### src/rtl/axis_packet_stats_if.sv
// AXI-Stream bundle used by axis_packet_stats for both its sample input and summary output.
interface axis_packet_stats_if #(
  parameter int DATA_W = 32
);
  logic [DATA_W-1:0]   TDATA;
  logic [DATA_W/8-1:0] TKEEP;
  logic                TLAST;
  logic                TVALID;
  logic                TREADY;

  modport master (output TDATA, TKEEP, TLAST, TVALID, input TREADY);
  modport slave  (input TDATA, TKEEP, TLAST, TVALID, output TREADY);
endinterface

### src/rtl/axis_packet_stats.sv
// Per-packet count/min/max/sum over filtered samples; one 4-beat summary packet per input packet.
module axis_packet_stats #(
  parameter int SAT_SUM = 1,
  parameter int DATA_W  = 32
) (
  input  logic                       ACLK,
  input  logic                       ARESETN,
  axis_packet_stats_if.slave         S_AXIS,
  axis_packet_stats_if.master        M_AXIS
);

  typedef enum logic {ACCUM, EMIT} state_t;

  state_t            r_state, w_state_n;
  logic [DATA_W-1:0] r_cnt, r_min, r_max, r_sum;
  logic [DATA_W-1:0] w_cnt_n, w_min_n, w_max_n, w_sum_n;
  logic [1:0]        r_beat_idx, w_beat_idx_n;
  logic [DATA_W:0]   w_sum_wide;
  logic [DATA_W-1:0] w_sum_upd;
  logic [DATA_W-1:0] w_d;

  assign w_d        = S_AXIS.TDATA;
  assign w_sum_wide = {1'b0, r_sum} + {1'b0, w_d};
  assign w_sum_upd  = ((SAT_SUM != 0) && w_sum_wide[DATA_W]) ? '1 : w_sum_wide[DATA_W-1:0];

  always_ff @(posedge ACLK) begin
    if (!ARESETN) begin
      r_state    <= ACCUM;
      r_cnt      <= '0;
      r_min      <= '1;
      r_max      <= '0;
      r_sum      <= '0;
      r_beat_idx <= '0;
    end else begin
      r_state    <= w_state_n;
      r_cnt      <= w_cnt_n;
      r_min      <= w_min_n;
      r_max      <= w_max_n;
      r_sum      <= w_sum_n;
      r_beat_idx <= w_beat_idx_n;
    end
  end

  always_comb begin
    w_state_n    = r_state;
    w_cnt_n      = r_cnt;
    w_min_n      = r_min;
    w_max_n      = r_max;
    w_sum_n      = r_sum;
    w_beat_idx_n = r_beat_idx;
    case (r_state)
      ACCUM: begin
        if (S_AXIS.TVALID) begin
          w_cnt_n = (r_cnt == '1) ? r_cnt : r_cnt + 1'b1;
          w_min_n = (w_d < r_min) ? w_d : r_min;
          w_max_n = (w_d > r_max) ? w_d : r_max;
          w_sum_n = w_sum_upd;
          if (S_AXIS.TLAST) begin
            w_state_n    = EMIT;
            w_beat_idx_n = '0;
          end
        end
      end
      EMIT: begin
        if (M_AXIS.TREADY) begin
          if (r_beat_idx == 2'd3) begin
            // Final summary handshake clears statistics so the next packet starts fresh.
            w_state_n    = ACCUM;
            w_cnt_n      = '0;
            w_min_n      = '1;
            w_max_n      = '0;
            w_sum_n      = '0;
            w_beat_idx_n = '0;
          end else begin
            w_beat_idx_n = r_beat_idx + 2'd1;
          end
        end
      end
      default: w_state_n = ACCUM;
    endcase
  end

  assign S_AXIS.TREADY = (r_state == ACCUM);
  assign M_AXIS.TVALID = (r_state == EMIT);
  assign M_AXIS.TLAST  = (r_state == EMIT) && (r_beat_idx == 2'd3);
  assign M_AXIS.TKEEP  = '1;

  always_comb begin
    M_AXIS.TDATA = '0;
    if (r_state == EMIT) begin
      case (r_beat_idx)
        2'd0:    M_AXIS.TDATA = r_cnt;
        2'd1:    M_AXIS.TDATA = r_min;
        2'd2:    M_AXIS.TDATA = r_max;
        default: M_AXIS.TDATA = r_sum;
      endcase
    end
  end

endmodule

### src/flat_wrapper.sv
// flat-port wrapper written by rule: the top's interface ports become plain ports
module axis_packet_stats_flat 
#(
  parameter int SAT_SUM = 1,
  parameter int DATA_W  = 32
)
  (ACLK, ARESETN, S_AXIS_TDATA, S_AXIS_TKEEP, S_AXIS_TLAST, S_AXIS_TVALID, S_AXIS_TREADY, M_AXIS_TDATA, M_AXIS_TKEEP, M_AXIS_TLAST, M_AXIS_TVALID, M_AXIS_TREADY);
  axis_packet_stats_if #(.DATA_W(DATA_W)) S_AXIS_i ();
  axis_packet_stats_if #(.DATA_W(DATA_W)) M_AXIS_i ();
  input  logic ACLK;
  input  logic ARESETN;
  input wire logic [$bits(S_AXIS_i.TDATA)-1:0] S_AXIS_TDATA;
  input wire logic [$bits(S_AXIS_i.TKEEP)-1:0] S_AXIS_TKEEP;
  input wire logic [$bits(S_AXIS_i.TLAST)-1:0] S_AXIS_TLAST;
  input wire logic [$bits(S_AXIS_i.TVALID)-1:0] S_AXIS_TVALID;
  output wire logic [$bits(S_AXIS_i.TREADY)-1:0] S_AXIS_TREADY;
  output wire logic [$bits(M_AXIS_i.TDATA)-1:0] M_AXIS_TDATA;
  output wire logic [$bits(M_AXIS_i.TKEEP)-1:0] M_AXIS_TKEEP;
  output wire logic [$bits(M_AXIS_i.TLAST)-1:0] M_AXIS_TLAST;
  output wire logic [$bits(M_AXIS_i.TVALID)-1:0] M_AXIS_TVALID;
  input wire logic [$bits(M_AXIS_i.TREADY)-1:0] M_AXIS_TREADY;
  assign S_AXIS_i.TDATA = S_AXIS_TDATA;
  assign S_AXIS_i.TKEEP = S_AXIS_TKEEP;
  assign S_AXIS_i.TLAST = S_AXIS_TLAST;
  assign S_AXIS_i.TVALID = S_AXIS_TVALID;
  assign S_AXIS_TREADY = S_AXIS_i.TREADY;
  assign M_AXIS_TDATA = M_AXIS_i.TDATA;
  assign M_AXIS_TKEEP = M_AXIS_i.TKEEP;
  assign M_AXIS_TLAST = M_AXIS_i.TLAST;
  assign M_AXIS_TVALID = M_AXIS_i.TVALID;
  assign M_AXIS_i.TREADY = M_AXIS_TREADY;
  axis_packet_stats #(.SAT_SUM(SAT_SUM), .DATA_W(DATA_W)) u_core (.ACLK(ACLK), .ARESETN(ARESETN), .S_AXIS(S_AXIS_i), .M_AXIS(M_AXIS_i));
endmodule
### config.mk
export PLATFORM = sky130hd
export DESIGN_NAME = axis_packet_stats_flat
export DESIGN_NICKNAME = d
export VERILOG_FILES = /design/src/rtl/axis_packet_stats_if.sv /design/src/rtl/axis_packet_stats.sv /design/src/flat_wrapper.sv
export SDC_FILE = /design/constraint.sdc
export NUM_CORES = 1
export LEC_CHECK = 0
export CAP_MARGIN = 10
export CORE_MARGIN = 1.5
export CORE_UTILIZATION = 55
export CTS_CLUSTER_DIAMETER = 40
export DETAILED_ROUTE_END_ITERATION = 6
export PLACE_DENSITY = 0.78
export RECOVER_POWER = 100
export REMOVE_ABC_BUFFERS = 1
export SLEW_MARGIN = 10
export SYNTH_ARGS = -nofsm -noshare
export SYNTH_HDL_FRONTEND = slang
export SYNTH_SLANG_ARGS = --single-unit
### constraint.sdc
create_clock -name ACLK -period 6.85 [get_ports ACLK]
set_input_delay 1.0275 -clock ACLK [delete_from_list [all_inputs] [get_ports ACLK]]
set_output_delay 1.0275 -clock ACLK [all_outputs]
set_load 0.01 [all_outputs]
==> results.py, run 1 <==
metrics = {
    "die": {
        "die_h_um": 132,
        "core-area_um2": 16500,
        "ios": 80,
        "initial_core_util_pct": 55.9,
        "dieArea_um2": 17500,
        "die_w_um": 132,
        "rows": 47,
    },
    "worst_setup_path": {
        "reg2reg_to": "u_core.r_cnt[31]$_SDFFE_PN0P_",
        "crit_path_start_kind": "flop",
        "crit_end": "M_AXIS_TDATA[31]",
        "cp_slowest_cell": "clkbuf_1",
        "startpoint": "u_core.M_AXIS.TVALID$_SDFF_PN0_",
        "crit_chain": "inv_1, clkbuf_1, nor2_1, dlygate4sd3_1",
        "r2r-start": "u_core.r_beat_idx[0]$_SDFFE_PN0P_",
        "ff2ff_path_depth": 9,
        "worst-path-stages": 4,
        "crit_type": "flop to output pin",
        "cp.arrival_ps": 4260,
        "endpoint_kind": "output pin",
        "critPathBufInv": 3,
        "path_max_fanout": 53,
        "critical-path-top-delay-family": "buffers and inverters",
        "r2r_setup_slack_ps": 1830,
        "required_ps": 5820,
        "slowest_delay_ps": 1900,
    },
    "sta": {
        "grt_setup_unrepaired": "no",
        "max_freq_mhz": 189,
        "slew_headroom_pct": -72.2,
        "min_period_ps": 5290,
        "worst_slew_pin_slew_ps": 2580,
        "skew_ps": 8.70,
        "setup_viol": 0,
        "final.setup.tns_ps": 0,
        "slew_viol_final": 54,
        "layout_worst_path_cycle_share_pct": 77.2,
        "final_hold_viol_count": 0,
    },
    "finish": {
        "antenna_cells": 0,
        "fin_util_pct": 63.8,
        "nNetsFinal": 1331,
        "drive_gt1_share_pct": 4.58,
        "syn2layout_area_growth_pct": 14.1,
    },
    "synth": {
        "synth_most_common_cell": "nor2_1",
        "synth_cell_type_count": 69,
        "seq_area_frac_synth_pct": 28.5,
        "synth_edf_count": 0,
        "synthArstFlopShare_pct": 0,
        "synthTopCellsByCount": "145 x nor2_1, 131 x dfxtp_1, 104 x nand2_1",
        "yosys_warnings": 0,
        "ys.flop_type": "dfxtp_1",
        "syn_area_um2": 9210,
        "avgSynthCellArea_um2": 7.99,
        "netlist_instances": 1153,
        "ys_seq_elements": 131,
        "synth_area_leaders": "dfxtp_1 28%, ha_1 14%, nor2_1 5.9%",
        "synth_top_area_share_pct": 28.5,
        "synth_top_area_cell": "dfxtp_1",
    },
    "place": {
        "place_congestion": 0.932,
        "dpl.hpwl_um": 17600,
        "portBuffers": 71,
    },
    "clocking": {
        "root_buffer": "clkbuf_16",
        "cts.repair.resized": 0,
        "cts_buffer_depth": 2,
        "cts.sinks": 131,
        "ctsHoldBuffers": 0,
        "cts_buffers": 17,
        "cts_tree": "built",
        "htreeDepth": 4,
        "clkTransAtPathRegs_ps": 60,
        "clkLatencyLatePin_ps": 430,
        "post_cts_buffers": 0,
    },
    "hold_path": {
        "hp-class": "flop to flop",
    },
    "drt": {
        "wl_per_cell_um": 17.9,
        "drtAntennaViolNets": 0,
        "drt_pass1_iterations": 6,
        "via_count": 8793,
        "routed_wl_um": 25500,
        "viasPerCell": 6.18,
        "drt_iter0_markers": 919,
        "drc": 0,
    },
    "global_route": {
        "antenna_found_initial": 0,
        "grt_usage_pct": 29.5,
        "grt_pass1_vias": 8327,
        "overflow": 0,
        "grt_max_degree": 82,
        "grt_pass1_wl_um": 42000,
    },
    "run_status": {
        "status": "finished, violations left",
        "violations": "capacitance limit, slew limit",
    },
    "job": {
        "maxCapViolCount": 1,
    },
    "power_and_ir_drop": {
        "p_leak_nw": 4.65,
        "vdd_drop_max_uv": 160,
        "power_density_nw_per_um2": 238,
    },
}
power breakdown:
part | switching [mW] | internal, mW
combinational | 0.404 | 0.287
clock | 0.353 | 0.572
sequential | 0.0612 | 0.828
total | 0.818 | 1.69
area by class of cell:
class,instances,area [um2]
well taps,220,275
inverters,74,278
clock inverters,9,103
clock buffers,23,488
repair buffers,82,769
flip-flops and latches,131,2620
fillers,1489,5950
multi-input cells,883,5980
stage by stage:
stage	instances	hold WS [ps]	instance area [um2]	power [mW]	setup WS [ps]
6_report	1422	476	10500	2.51	1560
3_3_place_gp	1390	457	9960	1.56	2250
3_5_place_dp	1390	467	9960	1.58	2210
2_1_floorplan	1088	447	8880	1.38	877
5_1_grt	1422	497	10500	2.62	1330
4_1_cts	1422	477	10500	2.50	2640
flip-flops by register name, indices dropped and copies added, names as in the netlist:
| signal | count |
|---|---|
| u_core.M_AXIS.TVALID | 1 |
| u_core.r_beat_idx | 2 |
| u_core.r_cnt | 32 |
| u_core.r_max | 32 |
| u_core.r_min | 32 |
| u_core.r_sum | 32 |
cells by family (layout without fill, tap and decap cells):
family          count (synthesis)  in the layout  synth area share, %
other cells                     1              4               0.0407
simple gates                  381            381                 18.8
buf+inv                       142            188                 6.72
xor+xnor                       51             51                 4.85
mux                            34             34                 3.69
flops                         131            131                 28.5
fa+ha+maj                     101            101                 13.8
compound gates                312            312                 23.6
per-layer routing:
metal  vias up  share of wire (%)  GRT usage [%]
met5         -                  0              0
met4         0                2.9           12.1
met3        54                7.3           5.56
met2       339                 46           48.0
met1      4174                 44           38.6
li1       4226                  -              -
layout by cell type, fill, tap and decap left out, drive strengths merged, types with 3 or more instances in the layout:
cell	netlist	layout
a221oi	4	4
inv	74	74
clkdlybuf4s50	0	34
and3	8	8
a31oi	7	7
nand3	49	49
ha	100	100
clkinvlp	0	3
buf	22	7
nand2	104	104
nand4	28	28
nor3	5	5
o22a	32	32
a21oi	87	87
xnor2	18	18
and4	6	6
a222oi	32	32
dlygate4sd3	0	36
o21a	7	7
or3	7	7
nand2b	3	3
nor2b	11	11
mux2i	34	34
dfxtp	131	131
clkinv	0	4
o211ai	4	4
a211oi	6	6
a31o	3	3
nor4	4	4
nor2	145	145
xor2	33	33
clkbuf	46	28
a21boi	7	7
o21ai	61	61
conb	1	4
a32oi	4	4
a21o	42	42
how the worst min path moves through the flow:
| stage | startpoint | end | slack [ps] | depth (start not counted) |
|---|---|---|---|---|
| 2_1_floorplan | u_core.r_max[19]$_SDFFE_PN0P_ | u_core.r_max[19]$_SDFFE_PN0P_ | 450 | 2 |
| 3_3_place_gp | u_core.r_max[3]$_SDFFE_PN0P_ | u_core.r_max[3]$_SDFFE_PN0P_ | 460 | 2 |
| 3_5_place_dp | u_core.r_max[18]$_SDFFE_PN0P_ | u_core.r_max[18]$_SDFFE_PN0P_ | 470 | 2 |
| 4_1_cts | u_core.r_max[1]$_SDFFE_PN0P_ | u_core.r_max[1]$_SDFFE_PN0P_ | 480 | 2 |
| 5_1_grt | u_core.r_max[20]$_SDFFE_PN0P_ | u_core.r_max[20]$_SDFFE_PN0P_ | 500 | 2 |
| 6_report | u_core.r_max[28]$_SDFFE_PN0P_ | u_core.r_max[28]$_SDFFE_PN0P_ | 480 | 2 |
tightest hold or removal path, delay by kind of cell (launching register included):
family	cells	cell delay (ps)
flip-flops	1	320
AND/OR/NAND/NOR	1	60
multiplexers	1	50
(Power assumes the default switching activity.)
==> run 2: changes to the inputs <==
==> constraint.sdc (replaced) <==
create_clock -name ACLK -period 5.4 [get_ports ACLK]
set_input_delay 0.81 -clock ACLK [delete_from_list [all_inputs] [get_ports ACLK]]
set_output_delay 0.81 -clock ACLK [all_outputs]
set_load 0.01 [all_outputs]
==> run 2 against run 1 <==
  * Combinational power increased by 27%
  * Sequential power increased by 27%
  * Largest cell class unchanged
  * Design area increased by 0.18%
  * Largest power group unchanged
  * The flow finishes with violations (DRC, capacitance limit, slew limit)
==> results.py, run 2 (synthesized netlist as in run 1, its figures left out) <==
metrics = {
    "global_route": {
        "grt_pass1_vias": 8062,
        "grt_usage_pct": 29.3,
        "grt_max_degree": 62,
        "overflow": 0,
        "grt_pass1_wl_um": 41300,
        "antenna_found_initial": 0,
    },
    "clocking": {
        "clkTransAtPathRegs_ps": 60,
        "post_cts_buffers": 0,
        "ctsHoldBuffers": 0,
        "cts_tree": "built",
        "cts_buffers": 17,
        "cts_buffer_depth": 2,
        "cts.repair.resized": 0,
        "htreeDepth": 4,
        "cts.sinks": 131,
        "root_buffer": "clkbuf_16",
        "clkLatencyLatePin_ps": 430,
    },
    "die": {
        "rows": 47,
        "die_w_um": 132,
        "dieArea_um2": 17500,
        "die_h_um": 132,
        "initial_core_util_pct": 55.9,
        "core-area_um2": 16500,
        "ios": 80,
    },
    "job": {
        "maxCapViolCount": 1,
    },
    "finish": {
        "syn2layout_area_growth_pct": 14.3,
        "fin_util_pct": 64.0,
        "nNetsFinal": 1333,
        "fillCellCount": 1472,
        "layout_common_cells": "145 x nor2_1, 131 x dfxtp_1, 104 x nand2_1, 100 x ha_1, 87 x a21oi_1",
        "final_area_um2": 10500,
        "final_cells": 1424,
        "antenna_cells": 0,
        "drive_gt1_share_pct": 4.65,
        "final_common_cell": "nor2_1",
    },
    "worst_setup_path": {
        "path_max_fanout": 39,
        "crit_type": "flop to output pin",
        "cp.arrival_ps": 3700,
        "r2r-start": "u_core.r_beat_idx[0]$_SDFFE_PN0P_",
        "ff2ff_path_depth": 7,
        "endpoint_kind": "output pin",
        "reg2reg_to": "u_core.r_min[31]$_SDFFE_PN1P_",
        "r2r_setup_slack_ps": 1290,
        "required_ps": 4590,
        "crit_path_start_kind": "flop",
    },
    "power_and_ir_drop": {
        "switching_share_pct": 32.2,
        "p_seq_share_pct": 35.1,
        "power.share.clock_pct": 37.5,
        "vdd_drop_max_uv": 224,
        "power_density_nw_per_um2": 305,
        "p_leak_nw": 4.63,
        "switchingPower_mw": 1.03,
        "p_total_mw": 3.21,
        "p_int_mw": 2.18,
        "pwr-share-comb_pct": 27.4,
    },
    "sta": {
        "worst_slew_pin_slew_ps": 1760,
        "setup_viol": 0,
        "layout_worst_path_cycle_share_pct": 83.5,
        "slew_headroom_pct": -17.2,
        "grt_setup_unrepaired": "no",
        "min_period_ps": 4510,
        "skew_ps": 8.74,
        "max_freq_mhz": 222,
        "final.setup.tns_ps": 0,
        "hold_ws_ps": 473,
        "slew_viol_final": 33,
        "setup_slack_ps": 890,
        "final_hold_viol_count": 0,
    },
    "place": {
        "portBuffers": 71,
        "placed_cell_area_um2": 9970,
        "dpl_worst_slack_ps": 825,
        "dpl.hpwl_um": 17700,
        "dp.cells": 1391,
        "place_congestion": 0.926,
    },
    "hold_path": {
        "holdPathStages": 2,
        "worstHoldEndpoint": "u_core.r_max[20]$_SDFFE_PN0P_",
        "hp-class": "flop to flop",
        "min-delay-start": "u_core.r_max[20]$_SDFFE_PN0P_",
    },
    "drt": {
        "viasPerCell": 6.10,
        "drtAntennaViolNets": 0,
        "drt_iter0_markers": 889,
        "wl_per_cell_um": 17.8,
        "routed_wl_um": 25300,
        "drc": 8,
        "via_count": 8690,
        "drt_pass1_iterations": 7,
    },
    "run_status": {
        "violations": "DRC, capacitance limit, slew limit",
        "status": "finished, violations left",
    },
}
-- run 2: worst max-delay path by stage --
stage / from / endpoint
finish: u_core.M_AXIS.TVALID$_SDFF_PN0_ / M_AXIS_TDATA[25]
global route: u_core.M_AXIS.TVALID$_SDFF_PN0_ / M_AXIS_TDATA[21]
CTS: S_AXIS_TDATA[0] / u_core.r_sum[28]$_SDFFE_PN0P_
detailed placement: S_AXIS_TDATA[0] / u_core.r_sum[28]$_SDFFE_PN0P_
global placement: S_AXIS_TDATA[0] / u_core.r_sum[28]$_SDFFE_PN0P_
floorplan: u_core.r_beat_idx[0]$_SDFFE_PN0P_ / u_core.r_max[0]$_SDFFE_PN0P_
-- run 2: power by group through the flow --
stage / clock network (mW) / logic [mW] / registers (mW)
3_5_place_dp: 0 / 0.857 / 1.14
3_3_place_gp: 0 / 0.843 / 1.14
2_1_floorplan: 0 / 0.637 / 1.12
4_1_cts: 1.21 / 0.874 / 1.12
6_report: 1.20 / 0.879 / 1.13
5_1_grt: 1.25 / 0.976 / 1.14
-- run 2: final cells by class --
| cell class | instances | area, um2 | share of cell area, % |
|---|---|---|---|
| clock buffer | 22 | 474 | 4.50 |
| inverter | 74 | 278 | 2.64 |
| multi-input combinational | 883 | 5970 | 56.7 |
| timing repair buffer | 84 | 782 | 7.43 |
| tap | 220 | 275 | 2.61 |
| clock inverter | 10 | 130 | 1.24 |
| sequential | 131 | 2620 | 24.9 |
-- run 2: critical path, stage by stage, from the launching register on --
cell and delay (ps):
dfxtp_1 440, inv_1 1030, clkbuf_1 1010, nor2_1 120
dlygate4sd3_1 650
-- run 2: metal layers --
metal | track usage, % | share of wire (%)
met4 | 10.8 | 2.3
met2 | 49.2 | 47
met1 | 38.3 | 44
met5 | 0 | 0
met3 | 4.33 | 6.4
